===== src/rtl/uart_tx_stream.sv =====
// ----------------------------------------------------------------------------
// uart_tx_stream
//
// Buffered UART transmitter. Parallel words are written into a small circular
// FIFO and serialised onto tx_out as: start bit (0), DATA_WIDTH data bits
// LSB-first, an optional even/odd parity bit, and one or two stop bits (1).
// Each line bit is held for CLKS_PER_BIT clock cycles. When a frame ends and
// another word is waiting, the next start bit follows with no idle bit.
//
// Parameters
//   DATA_WIDTH    data bits per frame (5..9)
//   FIFO_DEPTH    transmit FIFO entries (power of two, >= 2)
//   CLKS_PER_BIT  clock cycles per line bit (>= 1)
//
// Ports
//   UCLK           in   sole clock, rising edge
//   reset          in   asynchronous, active-high reset
//   data_valid     in   write strobe; word is taken when data_valid && ready
//   parallel_data  in   word to transmit
//   parity_en      in   1 = insert parity bit          (sampled at pop time)
//   parity_odd     in   1 = odd parity, 0 = even       (sampled at pop time)
//   two_stop       in   1 = two stop bits, 0 = one     (sampled at pop time)
//   ready          out  FIFO not full (registered)
//   tx_out         out  serial line, idle high (registered)
//   busy           out  frame in progress
//   fifo_count     out  words currently held in the FIFO
//   overflow       out  one-cycle pulse after a strobe that found ready=0
// ----------------------------------------------------------------------------
module uart_tx_stream #(
    parameter int DATA_WIDTH   = 8,
    parameter int FIFO_DEPTH   = 4,
    parameter int CLKS_PER_BIT = 16
) (
    input  logic                          UCLK,
    input  logic                          reset,
    input  logic                          data_valid,
    input  logic [DATA_WIDTH-1:0]         parallel_data,
    input  logic                          parity_en,
    input  logic                          parity_odd,
    input  logic                          two_stop,
    output logic                          ready,
    output logic                          tx_out,
    output logic                          busy,
    output logic [$clog2(FIFO_DEPTH):0]   fifo_count,
    output logic                          overflow
);

    // ------------------------------------------------------------------------
    // Widths and constants
    // ------------------------------------------------------------------------
    localparam int PTR_W = $clog2(FIFO_DEPTH);
    localparam int CNT_W = PTR_W + 1;
    // A one-cycle bit time still needs a 1-bit timer so the compare is legal.
    localparam int TMR_W = (CLKS_PER_BIT > 1) ? $clog2(CLKS_PER_BIT) : 1;
    localparam int IDX_W = $clog2(DATA_WIDTH);

    localparam logic [CNT_W-1:0] FULL_COUNT = CNT_W'(FIFO_DEPTH);
    localparam logic [TMR_W-1:0] TMR_LAST   = TMR_W'(CLKS_PER_BIT - 1);
    localparam logic [IDX_W-1:0] IDX_LAST   = IDX_W'(DATA_WIDTH - 1);

    typedef enum logic [2:0] {
        IDLE   = 3'd0,
        START  = 3'd1,
        DATA   = 3'd2,
        PARITY = 3'd3,
        STOP   = 3'd4
    } state_e;

    // ------------------------------------------------------------------------
    // FIFO storage and bookkeeping
    // ------------------------------------------------------------------------
    logic [DATA_WIDTH-1:0] mem_q [FIFO_DEPTH];
    logic [PTR_W-1:0]      wr_ptr_q, wr_ptr_d;
    logic [PTR_W-1:0]      rd_ptr_q, rd_ptr_d;
    logic [CNT_W-1:0]      count_q,  count_d;
    logic                  ready_q,  ready_d;
    logic                  overflow_q, overflow_d;
    logic                  push;
    logic                  pop;
    logic [DATA_WIDTH-1:0] head;

    assign head = mem_q[rd_ptr_q];

    // NOTE: every signal assigned in an always_comb gets a default at the top,
    // so no path through the block leaves it unassigned and infers a latch.
    always_comb begin
        // A full FIFO rejects the write even if a pop frees a slot this cycle:
        // acceptance depends only on the registered ready.
        push       = data_valid && ready_q;
        overflow_d = data_valid && !ready_q;
        wr_ptr_d   = wr_ptr_q;
        rd_ptr_d   = rd_ptr_q;
        count_d    = count_q;

        // Pointers wrap naturally because the depth is a power of two.
        if (push) begin
            wr_ptr_d = wr_ptr_q + 1'b1;
        end
        if (pop) begin
            rd_ptr_d = rd_ptr_q + 1'b1;
        end

        unique case ({push, pop})
            2'b10:   count_d = count_q + 1'b1;
            2'b01:   count_d = count_q - 1'b1;
            default: count_d = count_q;
        endcase

        ready_d = (count_d != FULL_COUNT);
    end

    // NOTE: the data array has no reset; emptiness is defined by the pointers
    // and the count, so clearing the storage itself would only add reset fan-out.
    always_ff @(posedge UCLK) begin
        if (push) begin
            mem_q[wr_ptr_q] <= parallel_data;
        end
    end

    // NOTE: sequential state is updated with non-blocking assignments so every
    // register samples the pre-edge values, regardless of block ordering.
    always_ff @(posedge UCLK or posedge reset) begin
        if (reset) begin
            wr_ptr_q   <= '0;
            rd_ptr_q   <= '0;
            count_q    <= '0;
            ready_q    <= 1'b1;
            overflow_q <= 1'b0;
        end else begin
            wr_ptr_q   <= wr_ptr_d;
            rd_ptr_q   <= rd_ptr_d;
            count_q    <= count_d;
            ready_q    <= ready_d;
            overflow_q <= overflow_d;
        end
    end

    // ------------------------------------------------------------------------
    // Transmit FSM
    // ------------------------------------------------------------------------
    state_e                state_q,    state_d;
    logic [TMR_W-1:0]      tmr_q,      tmr_d;      // cycles within a bit
    logic [IDX_W-1:0]      idx_q,      idx_d;      // data bit / stop bit index
    logic [DATA_WIDTH-1:0] shift_q,    shift_d;
    logic                  par_q,      par_d;      // parity bit for this frame
    logic                  par_en_q,   par_en_d;
    logic                  two_stop_q, two_stop_d;
    logic                  tx_q,       tx_d;
    logic                  bit_done;
    logic                  load;

    always_comb begin
        state_d    = state_q;
        idx_d      = idx_q;
        shift_d    = shift_q;
        par_d      = par_q;
        par_en_d   = par_en_q;
        two_stop_d = two_stop_q;
        load       = 1'b0;
        pop        = 1'b0;
        tx_d       = 1'b1;

        bit_done = (tmr_q == TMR_LAST);

        // Every state change happens on a bit boundary, so wrapping the timer
        // at the end of each bit also clears it on every transition.
        tmr_d = (state_q == IDLE || bit_done) ? '0 : tmr_q + 1'b1;

        unique case (state_q)
            IDLE: begin
                if (count_q != '0) begin
                    load = 1'b1;
                end
            end

            START: begin
                if (bit_done) begin
                    state_d = DATA;
                end
            end

            DATA: begin
                if (bit_done) begin
                    if (idx_q == IDX_LAST) begin
                        idx_d   = '0;
                        state_d = par_en_q ? PARITY : STOP;
                    end else begin
                        idx_d   = idx_q + 1'b1;
                        shift_d = shift_q >> 1;
                    end
                end
            end

            PARITY: begin
                if (bit_done) begin
                    state_d = STOP;
                end
            end

            STOP: begin
                if (bit_done) begin
                    if (two_stop_q && (idx_q == '0)) begin
                        // Second stop bit: stay in STOP for one more bit time.
                        idx_d = IDX_W'(1);
                    end else if (count_q != '0) begin
                        load = 1'b1;
                    end else begin
                        state_d = IDLE;
                    end
                end
            end

            default: begin
                state_d = IDLE;
            end
        endcase

        // Start a new frame: take the head word and freeze the line format.
        if (load) begin
            pop        = 1'b1;
            shift_d    = head;
            par_en_d   = parity_en;
            two_stop_d = two_stop;
            par_d      = (^head) ^ parity_odd;
            idx_d      = '0;
            state_d    = START;
        end

        // The line level is registered, so it is derived from the next state.
        unique case (state_d)
            START:   tx_d = 1'b0;
            DATA:    tx_d = shift_d[0];
            PARITY:  tx_d = par_d;
            default: tx_d = 1'b1;
        endcase
    end

    always_ff @(posedge UCLK or posedge reset) begin
        if (reset) begin
            state_q    <= IDLE;
            tmr_q      <= '0;
            idx_q      <= '0;
            shift_q    <= '0;
            par_q      <= 1'b0;
            par_en_q   <= 1'b0;
            two_stop_q <= 1'b0;
            tx_q       <= 1'b1;
        end else begin
            state_q    <= state_d;
            tmr_q      <= tmr_d;
            idx_q      <= idx_d;
            shift_q    <= shift_d;
            par_q      <= par_d;
            par_en_q   <= par_en_d;
            two_stop_q <= two_stop_d;
            tx_q       <= tx_d;
        end
    end

    // ------------------------------------------------------------------------
    // Outputs
    // ------------------------------------------------------------------------
    assign ready      = ready_q;
    assign tx_out     = tx_q;
    assign busy       = (state_q != IDLE);
    assign fifo_count = count_q;
    assign overflow   = overflow_q;

endmodule


===== config.mk =====
export PLATFORM = sky130hd
export DESIGN_NAME = uart_tx_stream
export DESIGN_NICKNAME = d
export VERILOG_FILES = /design/src/rtl/uart_tx_stream.sv
export SDC_FILE = /design/constraint.sdc
export NUM_CORES = 1
export LEC_CHECK = 0
export BUFFER_PORTS_ARGS = -buffer_cell sky130_fd_sc_hd__buf_2
export CAP_MARGIN = 5
export CORE_MARGIN = 4
export CORE_UTILIZATION = 59
export DETAILED_ROUTE_END_ITERATION = 16
export GPL_ROUTABILITY_DRIVEN = 0
export PLACE_DENSITY = 0.81
export SLEW_MARGIN = 20
export SYNTH_ARGS = -nofsm -noshare
export SYNTH_HDL_FRONTEND = slang
export SYNTH_SLANG_ARGS = --single-unit

===== constraint.sdc =====
create_clock -name UCLK -period 3.05 [get_ports UCLK]
set_input_delay 0.4575 -clock UCLK [delete_from_list [all_inputs] [get_ports UCLK]]
set_output_delay 0.4575 -clock UCLK [all_outputs]
set_load 0.005 [all_outputs]

# Yosys cells after proc, flatten, opt, wreduce, memory -nomap -nowiden
# Memory sizes are Yosys's and may differ from the RTL's.
# Index checks and enable logic that the tools add are counted.
[op_classes]
add_sub_neg = 6
mul = 0
n_div = 0
order_cmp = 0
eq_ne = 16
shifts = 0
n_mux = 31
bitwise = 1
reduce_logical = 15
[ops]
columns = ["operator", "n"]
rows = [
  ["$mux W3", 14],
  ["$mux W8", 4],
  ["$pmux W3 S5", 1],
  ["$eq A3 B2 Y1 const B", 4],
  ["$ne A3 B3 Y1 const B", 4],
  ["$pmux W3 S2", 2],
  ["$reduce_bool A3 Y1", 3],
  ["$reduce_xor A8 Y1", 1],
  ["$mux W1", 7],
  ["$add A3 B1 Y3 const B", 2],
  ["$eq A3 B1 Y1 const B", 2],
  ["$eq A3 B3 Y1 const B", 2],
  ["$logic_not A3 Y1", 2],
  ["$add A2 B1 Y2 const B", 2],
  ["$add A4 B1 Y4 const B", 1],
  ["$eq A4 B4 Y1 const B", 1],
  ["$mux W4", 1],
  ["$reduce_and A4 Y1", 1],
  ["$reduce_bool A2 Y1", 2],
  ["$logic_and A1 B1 Y1", 3],
  ["$pmux W1 S3", 1],
  ["$reduce_and A3 Y1", 1],
  ["$sub A3 B1 Y3 const B", 1],
  ["$eq A2 B1 Y1 const B", 1],
  ["6 further kinds", 6],
]
[totals]
register_bits = 31
latchBits = 0
ramBits = 32
mem_bits_ro = 0
input_bits = 14
output_inout_bits = 7
n_memories = 1
[mem_list]
columns = ["name", "depth", "width", "rd", "rd_ports_with_merged_regs", "write_ports", "line_no", "source"]
rows = [
  ["mem_q", 4, 8, 1, 0, 1, "72", "logic [DATA_WIDTH-1:0] mem_q [FIFO_DEPTH];"],
]

# Depth between registers and ports, before layout
[logic_depth]
depth_word = 9
ltp_mapped = 13
depth_no_buf = 13

# Worst setup path after synthesis
# OpenSTA, ideal clock, no wires.
[synth_timing]
path_type = "register -> register"
startpoint = "register idx_q[0]"
endpoint = "register ready_q, in the netlist ready"
setup_time_ns = 0.082
arrival_time_ns = 2.383
t_required_ns = 2.968
setup_slack_ns = 0.585
stages_incl_launch_ff = 14
cell_sequence = "dfrtp_1 > inv_1 > ha_1 > and3b_1 > o21ai_0 > o311ai_0 > clkinv_1 > ha_1 > inv_1 > fa_1 > xor2_1 > nor2_1 > xor2_1 > nand2_1"
[synth_between]
elab_chain_cells = 9
elab_cells_between_ends = 10
[synth_rtl]
columns = ["element", "line_no", "source"]
rows = [
  ["start: declaration", "143", "logic [IDX_W-1:0] idx_q, idx_d;"],
  ["start signal: assignment", "251", "idx_q <= idx_d;"],
  ["$logic_not A3 Y1 (*)", "202", "if (two_stop_q && (idx_q == '0)) begin"],
  ["$logic_and A1 B1 Y1 (*)", "202", ""],
  ["$mux W1 (*)", "202", ""],
  ["$mux W1 (*)", "201", "if (bit_done) begin"],
  ["$pmux W1 S2 (*)", "169", "unique case (state_q)"],
  ["$mux W1 (*)", "219", "if (load) begin"],
  ["$eq A2 B1 Y1 / $eq A2 B2 Y1 (equally long branches)", "103", "unique case ({push, pop})"],
  ["$pmux W3 S2 (*)", "103", ""],
  ["named net count_d[2]", "75", "logic [CNT_W-1:0] count_q, count_d;"],
  ["$ne A3 B3 Y1 (*)", "109", "ready_d = (count_d != FULL_COUNT);"],
  ["named net ready_d", "76", "logic ready_q, ready_d;"],
  ["end signal: assignment", "133", "ready_q <= ready_d;"],
  ["end: declaration", "76", ""],
]
# The timed path passes the listed nets; every way through them passes the cells marked *.
# A chain may end at the register's enable or synchronous reset.

# Final worst setup path
# Same ends and word-level chain as after synthesis.

==> impl_metrics.tcl <==
set metrics [dict create \
    period_needed_ns 2.648 \
    skew_ns 0.007600 \
    yosysSeqAreaShare_pct 62.19 \
    overflow 0 \
    synth.avg_cell_area_sq_um 14.34 \
    synthDistinctLibCells 47 \
    ir_drop_v 0.0005284 \
    grt_usage_pct 18.32 \
    swShare_pct 27.67 \
    place_area_sq_um 2948 \
    grt_pass1_vias 1708 \
    htreeDepth 3 \
    syn_area_sq_um 2796 \
    cts.hold.buffers_added 0 \
    path_class "flop to flop" \
    wirelength_microns 4821 \
    drt_iter0_markers 182 \
    area_growth_syn_to_layout_pct 12.62 \
    max_slew_margin_pct 58.12 \
    diodes 0 \
    cts_root_buf "clkbuf_8" \
    nets 246 \
    synth_edf_count 32 \
    grt_max_degree 32 \
    cts_tree "yes" \
    fp.coreArea_sq_um 4474 \
    syn_inst 195 \
    drive_above_1_share_pct 22.91 \
    setup_viol 0 \
    p_sw_uw 599.6 \
    max_freq_mhz 377.6 \
    cp_max_fo 4 \
    r2r-start "idx_q[0]$_DFFE_PP0P_" \
    start_util_pct 62.50 \
    r2r_cells 13 \
    outcome "completed" \
    worstSetupStartpointType "flop" \
    power_mw 2.167 \
    synth_fp_nets 219 \
    p_int_mw 1.567 \
    die_y_microns 76.85 \
    slew_viol_final 0 \
    ys_seq_elements 63 \
    power.density_nw_per_um2 688.1 \
    post_cts_buffers 0 \
    drcViolationCount 0 \
    p_clk_share_pct 34.3 \
    die_w_microns 76.85 \
    numCtsBuffers 9 \
    insertion_delay_ns 0.34 \
    setup_tns_ns 0 \
    drtAntennaViolNets 0 \
    cp_slowest_cell "dfrtp_1" \
    cts_buffer_depth 2 \
    dr.pass1.iters 4 \
    clkTransAtPathRegs_ns 0.07 \
    vias 1605 \
    maxCapViolCount 0 \
    fin_crit_sh_pct 86.83 \
    combPwrFrac_pct 15.4 \
    rows 24 \
    port_buffers 20 \
    slowest_delay_ns 0.40 \
    worstPathCellList "inv_1, ha_1, and3b_1, o21ai_0, o311ai_2, clkinv_1, ha_1, inv_1, fa_1, xor2_1, nor2_1, xor2_1, nand2_1" \
    regToRegEndpoint "ready$_DFF_PP1_" \
    hold_path.class "primary input to asynchronous set/reset pin" \
    rsz0062_at_grt "no" \
    ys_warn_count 0 \
    ios 21 \
    tightest_slew_ns 0.6273 \
    synth_ff_type "edfxtp_1" \
    ff2ff_setup_slack_ns 0.40 \
    async_flop_share_pct 49.21 \
    cp-end-kind "flop" \
    grt_pass1_wl_microns 8280 \
    die_area_sq_um 5905 \
    hold_viol 0 \
    fillers 296 \
    critPathArrivalTime_ns 2.92 \
    p_leak_nw 1.391 \
    required_ns 3.32 \
    cts_resized 0 \
    avgViaCountPerCell 5.753 \
    place.detailed.hpwl_microns 3257 \
    final_area_sq_um 3149 \
    wl_per_cell_microns 17.28 \
    antenna_found_initial 0 \
    cts_num_sinks 63 \
    pwr-share-seq_pct 50.3 \
]
==> power by group through the flow <==
stage          sequential [mW]  combinational [mW]  clock, mW
2_1_floorplan             1.09               0.231          0
3_3_place_gp              1.10               0.310          0
3_5_place_dp              1.11               0.337          0
4_1_cts                   1.09               0.343      0.751
5_1_grt                   1.11               0.375      0.797
6_report                  1.09               0.333      0.743
==> through the flow <==
step	utilization, %	worst slack [ns]	hold slack [ns]	cells
6_report	70.39	0.4017	0.1934	279
5_1_grt	70.39	0.1652	0.2402	279
4_1_cts	70.39	0.3893	0.2940	279
2_1_floorplan	-	0.5853	0.4302	195
3_5_place_dp	65.88	0.4148	0.4592	263
3_3_place_gp	65.88	0.6148	0.4397	263
==> state kept, by name, indices dropped and copies added (netlist names) <==
name	count
fifo_count	3
idx_q	3
mem_q	32
overflow	1
par_en_q	1
par_q	1
rd_ptr_q	2
ready	1
shift_q	8
state_q	3
tmr_q	4
two_stop_q	1
tx_out	1
wr_ptr_q	2
==> Yosys cell counts, types with 2 or more instances <==
master    instances  share of area, %
nor2_1           16               2.1
mux4_2            4               3.2
buf_6             2              0.81
clkbuf_1          3              0.40
nor2b_1           2              0.45
xor2_1            5               1.6
and3_1            5               1.1
xnor2_1           8               2.5
or3_1             2              0.45
ha_1              9               4.0
dfrtp_1          29                26
o21ai_0           3              0.54
nand3_1           3              0.54
inv_1            10               1.3
mux4_1            4               3.8
edfxtp_1         32                34
nand2_1          14               1.9
dfstp_2           2               1.9
mux2i_1           7               2.5
a21oi_1           8               1.4
==> final cells by class <==
cell class / count / area, sq um / share of cell area, %
flip-flops and latches: 63 / 1739 / 55.22
multi-input cells: 114 / 979.7 / 31.11
clock buffers: 9 / 123.9 / 3.933
repair buffers: 23 / 122.6 / 3.894
clock inverters: 7 / 77.57 / 2.463
well taps: 52 / 65.06 / 2.066
inverters: 11 / 41.29 / 1.311
==> critical path, delay by kind of cell, from the launching register on <==
| kind | cells | cell delay, ns |
|---|---|---|
| AND/OR/NAND/NOR | 3 | 0.37 |
| XOR/XNOR | 2 | 0.36 |
| buffers and inverters | 3 | 0.22 |
| flip-flops | 1 | 0.40 |
| adder cells (fa/ha/maj) | 3 | 0.78 |
| AO/OA/AOI/OAI | 2 | 0.45 |
==> worst max path at each step <==
stage / slack (ns) / startpoint / cells past startpoint / to
6_report: 0.40 / idx_q[0]$_DFFE_PP0P_ / 13 / ready$_DFF_PP1_
3_3_place_gp: 0.61 / idx_q[0]$_DFFE_PP0P_ / 13 / ready$_DFF_PP1_
4_1_cts: 0.39 / tmr_q[0]$_DFF_PP0_ / 12 / ready$_DFF_PP1_
5_1_grt: 0.17 / tmr_q[0]$_DFF_PP0_ / 12 / ready$_DFF_PP1_
2_1_floorplan: 0.59 / idx_q[0]$_DFFE_PP0P_ / 13 / ready$_DFF_PP1_
3_5_place_dp: 0.41 / tmr_q[0]$_DFF_PP0_ / 12 / ready$_DFF_PP1_
==> cell families after synthesis <==
logic type	after synthesis	synth area share, %
adder cells (fa/ha/maj)	10	4.743
flip-flops	63	62.19
XOR/XNOR	15	5.459
buffers and inverters	18	3.042
AO/OA/AOI/OAI	21	4.967
AND/OR/NAND/NOR	51	9.173
multiplexers	17	10.43
==> cells in the final DEF (no fill, tap or decap), drive strengths merged, types with 7 or more instances in the layout <==
cell / n
a21oi: 8
buf: 23
clkbuf: 9
dfrtp: 29
edfxtp: 32
ha: 9
inv: 14
mux2i: 7
mux4: 8
nand2: 14
nor2: 16
xnor2: 9
==> routing by layer <==
layer	track usage, %	share of wire [%]	vias to the layer above
met5	0	0	-
met4	9.058	2.1	0
met3	4.801	4.5	9
met2	30.49	52	44
met1	22.10	42	794
li1	-	-	758
No activity file was read; power rests on OpenSTA's default activity.
